**config.mk**
```make
export PLATFORM = sky130hd
export DESIGN_NAME = cnn_layer_sequencer
export DESIGN_NICKNAME = d
export VERILOG_FILES = /design/src/rtl/cnn_layer_sequencer.sv
export SDC_FILE = /design/constraint.sdc
export NUM_CORES = 2
export LEC_CHECK = 0
export ABC_AREA = 1
export CORE_ASPECT_RATIO = 0.8
export CORE_MARGIN = 2
export CORE_UTILIZATION = 35
export CTS_CLUSTER_DIAMETER = 40
export DETAILED_ROUTE_END_ITERATION = 8
export GPL_TIMING_DRIVEN = 0
export PLACE_DENSITY = 0.49
export SLEW_MARGIN = 20
export SYNTH_ARGS = -nofsm -noshare
export SYNTH_HDL_FRONTEND = slang
export SYNTH_SLANG_ARGS = --single-unit
```
**constraint.sdc**
```tcl
create_clock -name clk -period 2.9 [get_ports clk]
set_clock_uncertainty 0.2 [all_clocks]
set_input_delay 0.29 -clock clk [delete_from_list [all_inputs] [get_ports clk]]
set_output_delay 0.29 -clock clk [all_outputs]
set_load 0.02 [all_outputs]
```
**src/rtl/cnn_layer_sequencer.sv**
```systemverilog
// Run-time programmable layer sequencer for the CNN accelerator controller.
// "do" is a reserved word, so the output-channel dimension port is named d_o.
module cnn_layer_sequencer #(
    parameter int MAX_LAYERS = 8,
    parameter int LIDX_W     = 4,
    parameter int ADDR_W     = 14,
    parameter int FS_W       = 8,
    parameter int TMO_W      = 20
) (
    input  logic              clk,
    input  logic              rst,
    input  logic              cnn_start,
    input  logic              cont,
    input  logic              abort,
    input  logic [LIDX_W:0]   num_layers,
    input  logic [TMO_W-1:0]  tmo_limit,
    input  logic              cfg_we,
    input  logic [LIDX_W-1:0] cfg_layer,
    input  logic [3:0]        cfg_field,
    input  logic [ADDR_W-1:0] cfg_data,
    input  logic              picture_finish,
    output logic              start,
    output logic [ADDR_W-1:0] d_o,
    output logic [ADDR_W-1:0] di,
    output logic [ADDR_W-1:0] dr,
    output logic [ADDR_W-1:0] dc,
    output logic [ADDR_W-1:0] dkc,
    output logic [ADDR_W-1:0] dkr,
    output logic [ADDR_W-1:0] di_out,
    output logic [ADDR_W-1:0] dr_out,
    output logic [ADDR_W-1:0] dc_out,
    output logic [ADDR_W-1:0] inaddr,
    output logic [ADDR_W-1:0] waddr,
    output logic [ADDR_W-1:0] outaddr,
    output logic [FS_W-1:0]   filter_size,
    output logic [LIDX_W-1:0] layer_idx,
    output logic              busy,
    output logic              cnn_finish,
    output logic              err,
    output logic              cfg_err
);

    localparam int NF = 13;
    localparam int TW = (MAX_LAYERS > 1) ? $clog2(MAX_LAYERS) : 1;
    localparam logic [LIDX_W:0]   MAXL    = (LIDX_W+1)'(MAX_LAYERS);
    localparam logic [LIDX_W:0]   NL_ONE  = {{LIDX_W{1'b0}}, 1'b1};
    localparam logic [LIDX_W-1:0] IDX_ONE = {{(LIDX_W-1){1'b0}}, 1'b1};
    localparam logic [TMO_W-1:0]  TMO_ONE = {{(TMO_W-1){1'b0}}, 1'b1};

    typedef enum logic [7:0] {
        S_IDLE  = 8'h00,
        S_LOAD  = 8'h01,
        S_START = 8'h02,
        S_RUN   = 8'h03,
        S_DONE  = 8'h04,
        S_ERR   = 8'h05
    } state_t;

    state_t state, next_state;

    logic [ADDR_W-1:0] tbl    [MAX_LAYERS][NF];
    logic [ADDR_W-1:0] desc_q [NF];
    logic              pf_d;
    logic              evt;
    logic [LIDX_W-1:0] idx;
    logic [LIDX_W:0]   nl;
    logic [TMO_W-1:0]  wdog;
    logic [TW-1:0]     tidx;
    logic              idle_like;
    logic              nl_ok;
    logic              last_layer;
    logic              wdog_exp;
    logic              cfg_reject;
    logic              cfg_ok;
    logic              start_bad;

    assign evt        = pf_d & ~picture_finish;
    assign tidx       = idx[TW-1:0];
    assign idle_like  = (state == S_IDLE) || (state == S_ERR);
    assign nl_ok      = (num_layers != '0) && (num_layers <= MAXL);
    assign last_layer = ({1'b0, idx} == (nl - NL_ONE));
    assign wdog_exp   = (tmo_limit != '0) && (wdog == (tmo_limit - TMO_ONE));
    assign cfg_reject = busy || ({1'b0, cfg_layer} >= MAXL) || (cfg_field >= 4'd13);
    assign cfg_ok     = cfg_we && !cfg_reject;
    assign start_bad  = idle_like && cnn_start && !nl_ok;

    assign d_o         = desc_q[0];
    assign di          = desc_q[1];
    assign dr          = desc_q[2];
    assign dc          = desc_q[3];
    assign dkc         = desc_q[4];
    assign dkr         = desc_q[5];
    assign filter_size = desc_q[6][FS_W-1:0];
    assign di_out      = desc_q[7];
    assign dr_out      = desc_q[8];
    assign dc_out      = desc_q[9];
    assign inaddr      = desc_q[10];
    assign waddr       = desc_q[11];
    assign outaddr     = desc_q[12];
    assign layer_idx   = idx;

    always_ff @(posedge clk or negedge rst) begin
        if (!rst) begin
            state <= S_IDLE;
        end else begin
            state <= next_state;
        end
    end

    // Abort beats a completion event, which beats watchdog expiry.
    always_comb begin
        next_state = state;
        if (abort) begin
            next_state = S_IDLE;
        end else begin
            case (state)
                S_IDLE, S_ERR: begin
                    if (cnn_start) begin
                        next_state = nl_ok ? S_LOAD : S_IDLE;
                    end
                end
                S_LOAD:  next_state = S_START;
                S_START: next_state = S_RUN;
                S_RUN: begin
                    if (evt) begin
                        next_state = last_layer ? S_DONE : S_LOAD;
                    end else if (wdog_exp) begin
                        next_state = S_ERR;
                    end
                end
                S_DONE:  next_state = cont ? S_LOAD : S_IDLE;
                default: next_state = S_IDLE;
            endcase
        end
    end

    always_comb begin
        start      = (state == S_START);
        cnn_finish = (state == S_DONE);
        busy       = !((state == S_IDLE) || (state == S_ERR));
    end

    // The descriptor table has no reset; entries are meaningful only once written.
    always_ff @(posedge clk) begin
        if (cfg_ok) begin
            tbl[cfg_layer[TW-1:0]][cfg_field] <= cfg_data;
        end
    end

    always_ff @(posedge clk or negedge rst) begin
        if (!rst) begin
            pf_d    <= 1'b0;
            idx     <= '0;
            nl      <= '0;
            wdog    <= '0;
            err     <= 1'b0;
            cfg_err <= 1'b0;
            for (int f = 0; f < NF; f++) begin
                desc_q[f] <= '0;
            end
        end else begin
            pf_d    <= picture_finish;
            cfg_err <= (cfg_we && cfg_reject) || start_bad;

            if (idle_like && cnn_start && nl_ok && !abort) begin
                nl <= num_layers;
            end

            if (state == S_START) begin
                wdog <= '0;
            end else if (state == S_RUN) begin
                wdog <= wdog + TMO_ONE;
            end

            if ((state == S_RUN) && (next_state == S_ERR)) begin
                err <= 1'b1;
            end else if ((state == S_ERR) && cnn_start && !abort) begin
                err <= 1'b0;
            end

            if ((next_state == S_IDLE) || (next_state == S_ERR)) begin
                idx <= '0;
            end else if ((state == S_RUN) && evt) begin
                idx <= last_layer ? '0 : (idx + IDX_ONE);
            end

            if ((next_state == S_IDLE) || (next_state == S_ERR)) begin
                for (int f = 0; f < NF; f++) begin
                    desc_q[f] <= '0;
                end
            end else if (state == S_LOAD) begin
                for (int f = 0; f < NF; f++) begin
                    desc_q[f] <= tbl[tidx][f];
                end
            end
        end
    end

endmodule

```
* Word-level counts from Yosys, hierarchy flattened
Memory sizes are Yosys's and may differ from the RTL's.
Cells that the tools add are included.
** Word-level totals
- Bits in registers :: 216
- Memory bits (writable) :: 1456
- Bits of input ports :: 54
- Output and inout bits :: 185
- Word-level logic and storage cells :: 93
- Memories :: 1
** Cells by class
- $add $sub $neg :: 4
- Order comparisons :: 5
- Eq/ne operators :: 8
- Muxes and demuxes :: 21
- Bitwise logic cells :: 3
- Reductions and logical operators :: 31
** Memory list
- tbl :: depth 8, bits a word 182, read ports 1, clocked after Yosys merged registers in 0, write ports 1, line 61 : logic [ADDR_W-1:0] tbl [MAX_LAYERS][NF];
** Operator list (count)
- two-way mux 182 bit :: 3
- demux 14 bit (select 4 bit) :: 1
- two-way mux 20 bit :: 2
- case mux 8 bit (5 select lines) :: 1
- two-way mux 8 bit :: 4
- equality test 8 x 3 -> 1 bit (second input constant) :: 3
- adder 20 x 1 -> 20 bit (second input constant) :: 1
- equality test 20 bit :: 1
- nonzero test 20 bit :: 1
- subtractor 20 x 1 -> 20 bit (second input constant) :: 1
- equality test 8 x 2 -> 1 bit (second input constant) :: 2
- logical NOT 8 bit :: 2
- two-way mux 14 bit :: 1
- logical AND 1 bit :: 13
- two-way mux 4 bit :: 3
- equality test 8 x 1 -> 1 bit (second input constant) :: 1
- >= comparator 4 bit (second input constant) :: 2
- nonzero test 2 bit :: 4
- equality test 4 x 5 -> 1 bit :: 1
- >= comparator 5 bit (second input constant) :: 1
- <= comparator 5 x 4 -> 1 bit (second input constant) :: 1
- logical OR 1 bit :: 5
- less-than comparator 5 x 1 -> 1 bit (second input constant) :: 1
- two-way mux 1 bit :: 5
- other kinds (9) :: 12

* Longest topological paths before layout
- Depth in word-level cells :: 10
- Depth in mapped cells :: 20
- Depth with buffers taken out :: 18

* Least setup slack after synthesis
Ideal clock, no wire load.
- Kind :: reg-to-reg
- From :: register state[3]
- To :: memory tbl[0][100] (netlist name), enable pin
- Setup time :: 384 ps
- Arrival time :: 2316 ps
- Required time :: 2316 ps
- Setup slack :: 0 ps
- Stages on the path, launching flop included :: 9
- Path buffers :: 0
- Period minus slack after synthesis :: 2900 ps
- Cell sequence :: dfrtp_1 or2_2 inv_1 nand4_1 nand2_1 nand2_1 nor2_1 nand4_1 nor2_1
** On the way
- Cells in the longest elaborated chain, start to end :: 9
- Elaborated cells on any way between the ends :: 10
- Those cells by class :: eq/ne: 1; mux: 2; reduce/logical: 7
** RTL lines
- from (decl) :: line 59 : state_t state, next_state;
- from (signal assigned) :: line 106 : state <= next_state;
- equality test 8 x 3 -> 1 bit or logical NOT 8 bit (tied branches) :: line 140 : busy = !((state == S_IDLE) || (state == S_ERR));
- logical OR 1 bit * :: line 140
- logical NOT 1 bit * :: line 140
- logical OR 1 bit * (2 in series) :: line 83 : assign cfg_reject = busy || ({1'b0, cfg_layer} >= MAXL) || (cfg_field >= 4'd13);
- logical NOT 1 bit * :: line 84 : assign cfg_ok = cfg_we && !cfg_reject;
- logical AND 1 bit * :: line 84
- two-way mux 1 bit * :: line 145 : if (cfg_ok) begin
- two-way mux 182 bit (implied by the code) * :: line 146 : tbl[cfg_layer[TW-1:0]][cfg_field] <= cfg_data;
- to (decl) :: line 61
Mark *: on every way between the ends. The rest lies on a longest branch, timed or not.

* Final worst setup path
- From :: register idx[0], in the netlist layer_idx[0]
- To :: register desc_q, in the netlist dr[13]
** On the way
- Cells in the longest elaborated chain, start to end :: 8
- Elaborated cells on any way between the ends :: 12
- Those cells by class :: eq/ne: 2; mux: 6; reduce/logical: 3; memory: 1
** RTL lines
- from (decl) :: line 65 : logic [LIDX_W-1:0] idx;
- from (signal assigned) :: line 184 : idx <= last_layer ? '0 : (idx + IDX_ONE);
- equality test 4 x 5 -> 1 bit :: line 81 : assign last_layer = ({1'b0, idx} == (nl - NL_ONE));
- two-way mux 3 bit :: line 126 : next_state = last_layer ? S_DONE : S_LOAD;
- two-way mux 8 bit :: line 125 : if (evt) begin
- case mux 8 bit (5 select lines) :: line 116 : case (state)
- two-way mux 8 bit :: line 113 : if (abort) begin
- equality test 8 x 3 -> 1 bit or logical NOT 8 bit (tied branches) :: line 187 : if ((next_state == S_IDLE) || (next_state == S_ERR)) begin
- logical OR 1 bit :: line 187
- two-way mux 182 bit or nonzero test 2 bit (tied branches)
- to (signal, indexed assignment) :: line 193 : desc_q[f] <= tbl[tidx][f];
- to (decl) :: line 62 : logic [ADDR_W-1:0] desc_q [NF];
Several ways; a longest one is shown, not always the timed one. The select of a mux whose other input is x is not followed.
A chain may end at the register's enable or synchronous reset.

==> reports/results.txt <==
period utilization -> 0.993
Core ar. -> 0.182 mm^2
final hold vios -> 0
initial antenna violation count -> 10
Clk network pwr share -> 0.506
Synth area leaders -> edfxtp_1 (66%), dfrtp_1 (8.4%), nand2_1 (7.6%)
I/O pin total -> 239
Tot Pwr -> 53300 uW
post-synth top area share -> 0.658
RD Place Congestion -> 0.855
register bit count reported by yosys -> 1624
Critical Path RT -> 3470 ps
Gate Count Post-Synth -> 5210
max cap viols -> 0
Switch Pwr -> 11700 uW
fillers -> 16500
Synth Cell Area -> 0.0642 mm^2
Post-synth EDFFs -> 1408
die area -> 0.187 mm^2
Fin Hold WS -> 165 ps
wire length per cell -> 27.2 um
cells on worst reg2reg path -> 11
pin count of the biggest net entering global routing -> 81
Initial Util -> 0.353
reg-to-reg startpoint -> layer_idx[0]$_DFFE_PN0P_
CP Launch Type -> flip-flop
num rows -> 140
Lkg Pwr -> 0.0291 uW
Detail Route Antenna Nets -> 0
layout net count -> 5936
Flop pwr share -> 0.477
Clock Latency Late Sink -> 850 ps
H-Tree Depth -> 4
DRC -> 0
R2R setup slack -> 20 ps
Internal -> 41600 uW
Reg-to-Reg End -> dr[13]$_DFFE_PN0P_
root buffer cell -> clkbuf_16
vias in the first global route -> 42600
Switching Fraction -> 0.219
Max Buffers Root-to-Sink -> 3
Yosys cell types -> 43
Pwr per Cell Area -> 652 mW/mm^2
GR Overflow Total -> 0
worst hold-check path type -> in -> reg
CTS tree -> yes
Sink Count -> 1624
sequential fraction of the synthesis area -> 0.742
Tmin final -> 2880 ps
Die H -> 387 um
Setup Crit Path Kind -> reg -> reg
peak supply drop -> 0.519 mV
# setup viols final -> 0
first-pass GRT wire length -> 324 mm
commonest cells in the synthesized netlist -> edfxtp_1 (1408), nand2_1 (1299), nor2_1 (677)
Top FF cell, synth -> edfxtp_1
DR vias -> 45100
critical path endpoint -> dr[13]$_DFFE_PN0P_
Die Width -> 483 um
CTS Buf Count -> 205
final wirelength -> 231 mm
Global Route Usage Sum -> 0.243
Setup crit start -> layer_idx[0]$_DFFE_PN0P_
drt via density -> 5.32
measured slew at the worst slew-check pin -> 976 ps
fin. max-slew vios -> 0
1st-iter DRT viols -> 5243
Avg Cell Area, Syn -> 12.3 um^2
CP Capture Type -> flip-flop
Critical Path Fanout Max -> 10
outcome -> finished clean
share of layout cells above drive strength 1 -> 0.165
Slew HR -> 0.349
biggest area consumer among synthesized cells -> edfxtp_1
RSZ-0062 raised after global routing -> true
fmax -> 347 MHz
Area growth syn-to-layout -> 27.3%
Comb power frac -> 0.017
WP data arrival -> 3450 ps
Post-synth ARST share -> 0.133
hpwl dp -> 157 mm
synth warn -> 0
count leader, synth -> edfxtp_1
Worst-path clk slew -> 60 ps
# port buffers -> 238
drt pass-1 iters -> 6
layout make-up:
type                       count  area (um^2)  share of cell area
multi-input combinational   3187        16100               0.197
sequential                  1624        47700               0.583
inverter                      85          333             0.00407
buffer                       314         1890              0.0231
antenna                        4         10.0            0.000122
tap                         2414         3020              0.0369
clock buffer                 229         5240              0.0641
timing repair buffer         460         5450              0.0667
clock inverter               157         2010              0.0246
placed cells by master (no fill, tap or decap), drive strengths merged:
cell / netlist / layout
a211oi: 1 / 1
a21oi: 354 / 354
a221oi: 2 / 2
a22oi: 64 / 64
a2bb2oi: 1 / 1
a31oi: 3 / 3
a32o: 113 / 113
buf: 73 / 280
bufinv: 0 / 30
clkbuf: 246 / 474
clkdlybuf4s15: 0 / 2
clkdlybuf4s50: 0 / 220
clkinv: 1 / 69
clkinvlp: 0 / 26
conb: 1 / 5
dfrtp: 216 / 216
diode: 0 / 4
dlygate4sd2: 0 / 2
dlygate4sd3: 0 / 25
edfxtp: 1408 / 1408
ha: 5 / 5
inv: 84 / 117
nand2: 1303 / 1303
nand3: 260 / 260
nand3b: 5 / 5
nand4: 24 / 24
nor2: 686 / 687
nor3: 59 / 59
nor3b: 1 / 1
nor4: 5 / 5
o211ai: 63 / 63
o21ai: 79 / 79
o21bai: 1 / 1
o221a: 1 / 1
o31ai: 129 / 129
o41ai: 1 / 1
or2: 1 / 1
xnor2: 6 / 6
xor2: 14 / 14
cells by family (layout without fill, tap and decap cells):
logic type,after synthesis,count (layout),synth area share
flops,1624,1624,0.742
fa+ha+maj,5,5,0.000974
simple gates,2344,2345,0.146
xor+xnor,20,20,0.00273
compound gates,812,812,0.0826
other cells,1,9,0.0000584
buf+inv,404,1245,0.0255
sequential cells by signal, indices dropped and copies added, names as in the netlist:
register,cells
nl,5
state,8
dc,14
dkr,14
waddr,14
filter_size,8
di,14
dkc,14
wdog,20
cfg_err,1
err,1
d_o,14
layer_idx,4
inaddr,14
pf_d,1
dc_out,14
dr,14
dr_out,14
tbl,1408
di_out,14
outaddr,14
worst max-delay path, stage by stage, from the launching register on:
cell      delay [ps]
dfrtp_1          410
buf_6            170
inv_2            180
clkbuf_8         300
clkbuf_8         290
clkbuf_4         350
nand2_1           90
nand3_1           70
a21oi_1          100
nor3_2           400
a21oi_1           80
nor2_1           110
what timing repair did:
action,CTS,global route
cloned,4,0
resized for setup,378,155
endpoints found under the hold margin,1548,0
setup buffers,58,27
pin swaps,37,23
hold buffers,26,0
endpoints found under the setup margin,1591,697
stage by stage:
stage          instance area, um^2   util  setup WS [ps]  instances  setup TNS [ps]
3_5_place_dp                 71800  0.394          -1710       7974        -1314070
5_1_grt                      81700  0.449          -95.8       8473          -10980
2_1_floorplan                64200      -         -0.298       5214            -267
3_3_place_gp                 69700  0.382         -10080       7866        -7431600
6_report                     81800  0.449           20.4       8474               0
4_1_cts                      81200  0.446           -124       8445           -3690
layer usage:
layer | track usage | wire length [um] | part of all wire
met5 | 0 | 34 | 0.00015
met1 | 0.363 | 104000 | 0.45
met3 | 0.0480 | 19700 | 0.086
met2 | 0.360 | 101000 | 0.44
met4 | 0.0649 | 5680 | 0.025
how the worst min path moves through the flow:
stage	slack, ps	cells after the start	from	endpoint
after floorplan	-210	0	rst	cfg_err$_DFF_PN0_
after global placement	310	2	err$_DFFE_PN0P_	err$_DFFE_PN0P_
after detailed placement	-30	1	rst	wdog[6]$_DFFE_PN0P_
after CTS	60	7	cont	state[0]$_DFF_PN0_
after global routing	180	2	cfg_data[4]	tbl[6][4]$_DFFE_PP_
final	170	5	num_layers[4]	nl[4]$_DFFE_PN0P_
power groups by stage:
stage               combinational (uW)  clock [uW]  sequential (uW)
global placement                   710           0            26000
CTS                                876       27300            25400
floorplan                          111           0            25900
global route                       943       28200            25400
finish                             884       27000            25400
detailed placement                 820           0            25900
Power figures use the tool's default switching activity.
